==> config.mk <==
export PLATFORM = sky130hd
export DESIGN_NAME = mc_cmd_scheduler
export DESIGN_NICKNAME = d
export VERILOG_FILES = /design/src/rtl/mc_pkg.sv /design/src/rtl/mc_req_fifo.sv /design/src/rtl/mc_cmd_scheduler.sv
export SDC_FILE = /design/constraint.sdc
export NUM_CORES = 1
export LEC_CHECK = 0
export CORE_UTILIZATION = 37
export CTS_CLUSTER_DIAMETER = 40
export DETAILED_ROUTE_END_ITERATION = 12
export GPL_ROUTABILITY_DRIVEN = 0
export HOLD_SLACK_MARGIN = 0.12
export SYNTH_ARGS = -nofsm -noshare
export SYNTH_HDL_FRONTEND = slang
export SYNTH_HIERARCHICAL = 1
export SYNTH_SLANG_ARGS = --single-unit
==> constraint.sdc <==
create_clock -name clk -period 5 [get_ports clk]
set_input_delay 1 -clock clk [delete_from_list [all_inputs] [get_ports clk]]
set_output_delay 1 -clock clk [all_outputs]
set_load 0.02 [all_outputs]
==> src/rtl/mc_pkg.sv <==
// Shared encodings for the memory-controller command scheduler:
// DIMM command codes, request op codes, FSM states and address field layout.
package mc_pkg;

    typedef enum logic [2:0] {
        CMD_NOP = 3'd0,
        CMD_ACT = 3'd1,
        CMD_PRE = 3'd2,
        CMD_RD  = 3'd3,
        CMD_WR  = 3'd4
    } cmd_e;

    typedef enum logic [1:0] {
        OP_RD      = 2'd0,
        OP_WR      = 2'd1,
        OP_IFETCH  = 2'd2,
        OP_ILLEGAL = 2'd3
    } op_e;

    typedef enum logic [2:0] {
        ST_IDLE = 3'd0,
        ST_PRE  = 3'd1,
        ST_ACT  = 3'd2,
        ST_CAS  = 3'd3,
        ST_XFER = 3'd4
    } state_e;

    localparam int OP_W      = 2;
    localparam int COL_LSB   = 6;
    localparam int COL_W     = 12;
    localparam int BANK_LSB  = 18;
    localparam int BANK_W    = 3;
    localparam int ROW_LSB   = 21;
    localparam int NUM_BANKS = 8;

    function automatic int max3(input int a, input int b, input int c);
        int m;
        m = (a > b) ? a : b;
        return (m > c) ? m : c;
    endfunction

endpackage

==> src/rtl/mc_req_fifo.sv <==
// Circular request queue. Head word is presented combinationally so the
// scheduler can decode it while it stays at the head for the whole access.
module mc_req_fifo #(
    parameter  int DEPTH = 16,
    parameter  int WIDTH = 32,
    localparam int PTR_W = (DEPTH > 1) ? $clog2(DEPTH) : 1,
    localparam int CNT_W = $clog2(DEPTH + 1)
) (
    input  logic             clk,
    input  logic             rst_n,
    input  logic             i_push,
    input  logic [WIDTH-1:0] i_wdata,
    input  logic             i_pop,
    output logic [WIDTH-1:0] o_rdata,
    output logic             o_full,
    output logic             o_empty,
    output logic [CNT_W-1:0] o_count
);

    logic [WIDTH-1:0] r_mem [DEPTH];
    logic [PTR_W-1:0] r_wptr;
    logic [PTR_W-1:0] r_rptr;
    logic [CNT_W-1:0] r_count;
    logic             w_push;
    logic             w_pop;

    assign o_full  = (r_count == CNT_W'(DEPTH));
    assign o_empty = (r_count == '0);
    assign o_count = r_count;
    assign o_rdata = r_mem[r_rptr];
    assign w_push  = i_push && !o_full;
    assign w_pop   = i_pop && !o_empty;

    // Storage write; contents need no reset since count gates visibility.
    always_ff @(posedge clk) begin
        if (w_push) begin
            r_mem[r_wptr] <= i_wdata;
        end
    end

    // Pointers wrap naturally at the power-of-two depth; count tracks push/pop.
    always_ff @(posedge clk or negedge rst_n) begin
        if (!rst_n) begin
            r_wptr  <= '0;
            r_rptr  <= '0;
            r_count <= '0;
        end else begin
            if (w_push) r_wptr <= r_wptr + PTR_W'(1);
            if (w_pop)  r_rptr <= r_rptr + PTR_W'(1);
            case ({w_push, w_pop})
                2'b10:   r_count <= r_count + CNT_W'(1);
                2'b01:   r_count <= r_count - CNT_W'(1);
                default: r_count <= r_count;
            endcase
        end
    end

endmodule

==> src/rtl/mc_cmd_scheduler.sv <==
// In-order DRAM command scheduler: queues CPU requests and walks the head
// request through PRE/ACT/CAS with per-bank open-row tracking.
//
// state | meaning
// ------+-----------------------------------------------------------
// IDLE  | wait for a queued head; choose hit/closed/conflict path
// PRE   | PRE issued on first cycle, hold T_RP cycles total
// ACT   | ACT issued on first cycle, hold T_RCD cycles total
// CAS   | RD or WR issued for one cycle
// XFER  | data phase, T_CL+T_BURST cycles; last cycle pops the head
module mc_cmd_scheduler
    import mc_pkg::*;
#(
    parameter int ADDR_W  = 36,
    parameter int DEPTH   = 16,
    parameter int T_RP    = 3,
    parameter int T_RCD   = 3,
    parameter int T_CL    = 4,
    parameter int T_BURST = 2
) (
    input  logic                       clk,
    input  logic                       rst_n,
    input  logic                       in_valid,
    output logic                       in_ready,
    input  logic [1:0]                 in_op,
    input  logic [ADDR_W-1:0]          in_addr,
    output logic                       cmd_valid,
    output logic [2:0]                 cmd,
    output logic [2:0]                 cmd_bank,
    output logic [ADDR_W-22:0]         cmd_row,
    output logic [11:0]                cmd_col,
    output logic                       req_done,
    output logic                       q_full,
    output logic                       q_empty,
    output logic [$clog2(DEPTH+1)-1:0] q_count,
    output logic                       op_err
);

    localparam int QW      = OP_W + ADDR_W - COL_LSB;
    localparam int RW      = ADDR_W - ROW_LSB;
    localparam int CNT_MAX = max3(T_RP, T_RCD, T_CL + T_BURST);
    localparam int CW      = $clog2(CNT_MAX + 1);

    localparam logic [CW-1:0] L_RP   = CW'(T_RP - 1);
    localparam logic [CW-1:0] L_RCD  = CW'(T_RCD - 1);
    localparam logic [CW-1:0] L_XFER = CW'(T_CL + T_BURST - 1);

    logic [QW-1:0]        w_head;
    logic [OP_W-1:0]      w_head_op;
    logic [BANK_W-1:0]    w_bank;
    logic [RW-1:0]        w_row;
    logic [COL_W-1:0]     w_col;
    logic                 w_full;
    logic                 w_empty;
    logic                 w_push;
    logic                 w_pop;
    logic                 w_hit;
    logic                 w_unused_addr;

    state_e               r_state;
    state_e               w_state_nx;
    logic [CW-1:0]        r_cnt;
    logic [CW-1:0]        w_cnt_nx;
    cmd_e                 w_cmd;
    logic                 w_cmd_valid;
    logic                 w_done;
    logic                 r_op_err;

    logic [NUM_BANKS-1:0] r_bank_open;
    logic [RW-1:0]        r_bank_row [NUM_BANKS];

    // Byte offset within a burst is not needed by the scheduler.
    assign w_unused_addr = &{1'b0, in_addr[COL_LSB-1:0]};

    assign in_ready = !w_full;
    assign w_push   = in_valid && in_ready && (in_op != OP_ILLEGAL);

    mc_req_fifo #(
        .DEPTH (DEPTH),
        .WIDTH (QW)
    ) u_fifo (
        .clk     (clk),
        .rst_n   (rst_n),
        .i_push  (w_push),
        .i_wdata ({in_op, in_addr[ADDR_W-1:COL_LSB]}),
        .i_pop   (w_pop),
        .o_rdata (w_head),
        .o_full  (w_full),
        .o_empty (w_empty),
        .o_count (q_count)
    );

    assign w_head_op = w_head[QW-1 -: OP_W];
    assign w_col     = w_head[0 +: COL_W];
    assign w_bank    = w_head[BANK_LSB-COL_LSB +: BANK_W];
    assign w_row     = w_head[ROW_LSB-COL_LSB +: RW];
    assign w_hit     = r_bank_open[w_bank] && (r_bank_row[w_bank] == w_row);

    assign q_full    = w_full;
    assign q_empty   = w_empty;
    assign cmd_valid = w_cmd_valid;
    assign cmd       = w_cmd;
    assign cmd_bank  = w_bank;
    assign cmd_row   = w_row;
    assign cmd_col   = w_col;
    assign req_done  = w_done;
    assign op_err    = r_op_err;

    // Next-state, wait-counter and command decode. Commands fire on the first
    // cycle of a state, recognised by the counter still holding its load value.
    always_comb begin
        w_state_nx  = r_state;
        w_cnt_nx    = r_cnt;
        w_cmd       = CMD_NOP;
        w_cmd_valid = 1'b0;
        w_pop       = 1'b0;
        w_done      = 1'b0;
        case (r_state)
            ST_IDLE: begin
                if (!w_empty) begin
                    if (w_hit) begin
                        w_state_nx = ST_CAS;
                        w_cnt_nx   = '0;
                    end else if (r_bank_open[w_bank]) begin
                        w_state_nx = ST_PRE;
                        w_cnt_nx   = L_RP;
                    end else begin
                        w_state_nx = ST_ACT;
                        w_cnt_nx   = L_RCD;
                    end
                end
            end
            ST_PRE: begin
                if (r_cnt == L_RP) begin
                    w_cmd       = CMD_PRE;
                    w_cmd_valid = 1'b1;
                end
                if (r_cnt == '0) begin
                    w_state_nx = ST_ACT;
                    w_cnt_nx   = L_RCD;
                end else begin
                    w_cnt_nx = r_cnt - CW'(1);
                end
            end
            ST_ACT: begin
                if (r_cnt == L_RCD) begin
                    w_cmd       = CMD_ACT;
                    w_cmd_valid = 1'b1;
                end
                if (r_cnt == '0) begin
                    w_state_nx = ST_CAS;
                    w_cnt_nx   = '0;
                end else begin
                    w_cnt_nx = r_cnt - CW'(1);
                end
            end
            ST_CAS: begin
                w_cmd       = (w_head_op == OP_WR) ? CMD_WR : CMD_RD;
                w_cmd_valid = 1'b1;
                w_state_nx  = ST_XFER;
                w_cnt_nx    = L_XFER;
            end
            ST_XFER: begin
                if (r_cnt == '0) begin
                    w_pop      = 1'b1;
                    w_done     = 1'b1;
                    w_state_nx = ST_IDLE;
                end else begin
                    w_cnt_nx = r_cnt - CW'(1);
                end
            end
            default: begin
                w_state_nx = ST_IDLE;
                w_cnt_nx   = '0;
            end
        endcase
    end

    // FSM state and wait counter.
    always_ff @(posedge clk or negedge rst_n) begin
        if (!rst_n) begin
            r_state <= ST_IDLE;
            r_cnt   <= '0;
        end else begin
            r_state <= w_state_nx;
            r_cnt   <= w_cnt_nx;
        end
    end

    // Bank table follows the PRE/ACT commands actually issued.
    always_ff @(posedge clk or negedge rst_n) begin
        if (!rst_n) begin
            r_bank_open <= '0;
            r_bank_row  <= '{default: '0};
        end else if (w_cmd_valid) begin
            if (w_cmd == CMD_PRE) begin
                r_bank_open[w_bank] <= 1'b0;
            end else if (w_cmd == CMD_ACT) begin
                r_bank_open[w_bank] <= 1'b1;
                r_bank_row[w_bank]  <= w_row;
            end
        end
    end

    // Illegal ops are dropped at the handshake and flagged one cycle later.
    always_ff @(posedge clk or negedge rst_n) begin
        if (!rst_n) begin
            r_op_err <= 1'b0;
        end else begin
            r_op_err <= in_valid && in_ready && (in_op == OP_ILLEGAL);
        end
    end

endmodule

[Word level (Yosys, flattened, before mapping)]
Memories as Yosys holds them, arrays and structs flattened.
Cells that the tools add are included.
Cells by class
  equality and inequality tests: 19
  mux-type cells: 36
  bitwise operators: 5
  order comparisons: 4
  $add $sub $neg: 5
  reductions and logical operators: 20
Operators with widths (count)
  $bwmux W120: 1
  $bmux W15 S3: 1
  $demux W15 S3: 1
  $mux W15: 3
  $pmux W3 S5: 2
  $mux W3: 9
  $mux W8: 2
  $eq A15 B15 Y1: 1
  $eq A3 B2 Y1 const B: 4
  $ne A2 B2 Y1 const B: 6
  $pmux W5 S2: 1
  $pmux W3 S3: 1
  $add A4 B1 Y4 const B: 2
  $and A8 B8 Y8: 1
  $logic_and A1 B1 Y1: 8
  $mux W1: 8
  $mux W2: 4
  $not A8 Y8: 1
  $or A8 B8 Y8: 1
  $eq A3 B1 Y1 const B: 2
  $logic_not A3 Y1: 2
  $add A5 B1 Y5 const B: 1
  $eq A5 B5 Y1 const B: 1
  $logic_not A5 Y1: 1
  20 further kinds: 25
Word-level totals
  input port bits: 41
  RAM bits: 512
  bits in registers: 148
  memories: 1
  output and inout bits: 44
Memories
  u_fifo.r_mem: depth 16, width 32, rd ports 1, clocked after memory_dff 0, wr ports 1, line mc_req_fifo.sv:20  | logic [WIDTH-1:0] r_mem [DEPTH];

[Longest topological paths before layout]
An unclocked memory read counts as a cell.
  word-level depth: 10
  gate-level depth with buffers: 17
  depth with buffers taken out: 15

[Cells and area by module]
Netlist, hierarchy kept.
Modules (own cells, without submodules)
  mc_req_fifo: times used 1, area each 20392.1 sq um, sequential area each 15700.1 sq um, cells each 1012
  mc_cmd_scheduler: times used 1, area each 6571.3 sq um, sequential area each 3378.2 sq um, cells each 496

[Least setup slack after synthesis]
Ideal clock, no wire load.
  path kind: input to register
  from: input in_op[0]
  to: memory u_fifo.r_mem[3][0] (enable)
  arrival time: 3.814 ns
  buffers on the path: 1
  data required time: 4.539 ns
  setup time: 0.461 ns
  stages on the path: 6
  slack: 0.725 ns
  cell sequence: nand2_1 -> and3_1 -> and2_1 -> buf_2 -> nand2_1 -> nor3_1
Between the ends
  longest elaborated chain between the ends: 5
Ends and longest elaborated chain
  start, declared: line mc_cmd_scheduler.sv:25  | input logic [1:0] in_op,
  $ne A2 B2 Y1: line mc_cmd_scheduler.sv:76  | assign w_push = in_valid && in_ready && (in_op != OP_ILLEGAL);
  $logic_and A1 B1 Y1: line mc_cmd_scheduler.sv:76
  net w_push: line mc_cmd_scheduler.sv:55  | logic w_push;
  $logic_and A1 B1 Y1: line mc_req_fifo.sv:31  | assign w_push = i_push && !o_full;
  $mux W1: line mc_req_fifo.sv:36  | if (w_push) begin
  $mux W1 (not written as such): line mc_req_fifo.sv:37  | r_mem[r_wptr] <= i_wdata;
  end, declared: line mc_req_fifo.sv:20
The timed path passes the listed nets, and every way through them passes these cells.

[Worst setup path after layout]
  from: register u_fifo.r_rptr[1]
  to: output cmd_bank[2]
Between the ends
  longest elaborated chain between the ends: 1
Ends and longest elaborated chain
  start, declared: line mc_req_fifo.sv:22  | logic [PTR_W-1:0] r_rptr;
  start signal, assigned: line mc_req_fifo.sv:49  | if (w_pop) r_rptr <= r_rptr + PTR_W'(1);
  $mem_v2 Z16 W32
  end, declared: line mc_cmd_scheduler.sv:29  | output logic [2:0] cmd_bank,
Every way passes these cells.

==> reports/qor.yml <==
run_status:
  outcome: "completed"
floorplanning:
  initial_core_util_pct: 37.53
  dieArea_um2: 73960
  core_area_um2: 71850
  row_count: 98
  die_w_um: 272.0
  pin_count: 85
  die_y_um: 272.0
power:
  ir_worst_vdd_mv: 0.3354
  p_leak_uw: 0.01203
  power.density_nw_per_um2: 626.8
sta:
  clock-skew-final_ps: 20.96
  timing.final.crit_share_pct: 96.73
  period_needed_ps: 4836
  slew_viol_final: 0
  tns_ps: 0
  fmax_ghz: 0.2068
  setup_viol: 0
  worst_slew_pin_slew_ps: 1030
  finalHoldViolations: 0
  rsz0062_at_grt: "false"
  slew_headroom_pct: 31.20
clock_network:
  path_clk_slew_ps: 50
  cts_hold_buffers: 0
  clk_latency_ps: 640
  post_cts_resized: 0
  clk_path_buf_depth: 3
  cts_buffers: 93
  cts-root-buf: "clkbuf_16"
  clock_sinks: 660
  post_cts_buffers: 0
  tritoncts: "yes"
  htreeDepth: 3
place:
  dp.cells: 2498
  io_buffers: 78
  dp_hpwl_um: 35380
  placed_cell_area_um2: 29040
finish:
  post-route-util_pct: 45.12
  stdcell_area_um2: 32420
  drive_above_1_share_pct: 26.90
  final.fill_count: 6176
  antennaDiodeCount: 0
  fin_cells: 2675
  area_growth_pct: 20.24
  finalNetCount: 1698
global_routing:
  track_usage_pct: 17.03
  grt_max_degree: 99
  grt_pass1_vias: 14710
  grt_pass1_wl_um: 93810
  grt_overflow: 0
  grt_antenna_before_repair: 2
critical_path:
  crit_fanout: 44
  crit_required_ps: 4000
  critical_path.endpoint_type: "output port"
  criticalPathCategory: "register to output port"
  arrival_ps: 3840
  worstSetupStartpointType: "register"
yosys:
  synth_area_um2: 26960
  synth_area_leaders: "edfxtp_1, dfrtp_1, mux4_2"
  synth_most_common_cell: "edfxtp_1"
  synth_edf_count: 512
  yosysTopAreaCell: "edfxtp_1"
  syn-instance-count: 1508
  synth_nets: 1562
  ys_ff_latch: 660
  synth_top_cell_area_share_pct: 57.02
  yosysSeqAreaShare_pct: 70.76
  syn_area_per_cell_um2: 17.88
  ys.flop_type: "edfxtp_1"
  async_reset_ff_share_pct: 22.42
  yosysWarnings: 6
  ys_types: 47
  yosys-top-cells-count: "edfxtp_1, mux2i_1, dfrtp_1"
detailed_routing:
  route.detailed.drc: 0
  first_pass_iters: 5
  avgRoutedWirePerCell_um: 23.44
  drtIter0Drc: 1095
  vias_per_cell: 5.312
  vias: 14210
  antenna_left: 0
  routed_wl_um: 62710
flow_run:
  maxCapViolCount: 0
min_path:
  min_path_type: "input pin to async pin"
-- state kept, by name, summed over array words and instances, names as in the netlist, named ones only --
signal,cells
u_fifo/o_count,5
op_err,1
u_fifo/r_wptr,4
r_cnt,3
r_bank_row,120
r_state,3
u_fifo/r_rptr,4
u_fifo/r_mem,512
-- logic make-up (layout without fill, tap and decap cells) --
kind of cell,after synthesis,count (layout),share of synthesized area [%]
DFF,660,660,70.76
muxes,365,365,17.99
AOI/OAI and AO/OA,185,185,4.886
and+or+nand+nor,147,147,2.548
buffers and inverters,112,329,2.343
xor gates and xnor gates,26,26,0.8446
adders and majority gates,13,13,0.6311
-- metrics by stage --
step           power [uW]  hold WS (ps)  setup slack (ps)
5_1_grt             21300         504.2             64.27
4_1_cts             20530         499.0             126.0
3_5_place_dp        13600         486.7             709.2
2_1_floorplan       11610         464.8             725.3
6_report            20320         476.9             163.7
3_3_place_gp        13480         480.0             701.4
-- report_power, final --
part	total [uW]	switching (uW)	internal (uW)
sequential	7270	433	6830
combinational	6190	3430	2750
clock	6870	2580	4290
-- worst paths after layout --
kind / start / to / slack (ps) / cells after the start
max in group asynchronous: rst_n / r_bank_row[15]$_DFFE_PN0P_ / 3520 / 2
worst min-delay path: rst_n / r_state[2]$_DFFE_PN0P_ / 480 / 1
worst max-delay path: u_fifo/r_rptr[1]$_DFFE_PN0P_ / cmd_bank[2] / 160 / 7
min in group clk: r_bank_row[57]$_DFFE_PN0P_ / r_bank_row[57]$_DFFE_PN0P_ / 500 / 1
worst min register to register: r_bank_row[57]$_DFFE_PN0P_ / r_bank_row[57]$_DFFE_PN0P_ / 500 / 1
worst max register to register: u_fifo/r_rptr[1]$_DFFE_PN0P_ / r_state[1]$_DFFE_PN0P_ / 670 / 12
-- area by class of cell --
cell class / count / area [um2] / area share (%)
timing repair buffer: 136 / 1355 / 4.180
clock inverter: 71 / 907.1 / 2.798
sequential: 660 / 19090 / 58.87
multi-input combinational: 736 / 7375 / 22.75
clock buffer: 105 / 2445 / 7.541
inverter: 17 / 63.81 / 0.1968
tap: 950 / 1189 / 3.666
-- per-layer routing --
layer / track usage [%] / share of wire, % / up-vias
li1: - / - / 6317
met1: 22.56 / 44 / 7470
met2: 28.64 / 50 / 324
met3: 3.518 / 4.4 / 94
met4: 4.140 / 1.7 / 4
met5: 0 / 0.033 / -
-- layout by cell type (no fill, tap or decap), types with 11 or more instances in the layout --
master / count
nor2_1: 12
clkbuf_16: 96
inv_6: 12
xnor2_1: 13
edfxtp_1: 512
buf_4: 48
mux2i_1: 152
mux4_2: 80
clkdlybuf4s50_1: 77
bufinv_16: 13
a22oi_1: 32
mux2_2: 131
inv_1: 16
nor2_4: 12
a221oi_1: 67
o21ai_0: 52
clkinv_4: 11
dfrtp_1: 146
xor2_1: 13
ha_1: 12
nand2_1: 67
-- critical path: stages, from the launching register on --
cell and delay, ps:
dfrtp_4 500, and2_2 260, buf_4 380, a221oi_1 520
o21ai_0 170, nand2_1 210, buf_4 420, clkdlybuf4s50_1 690
Power figures use the tool's default switching activity.
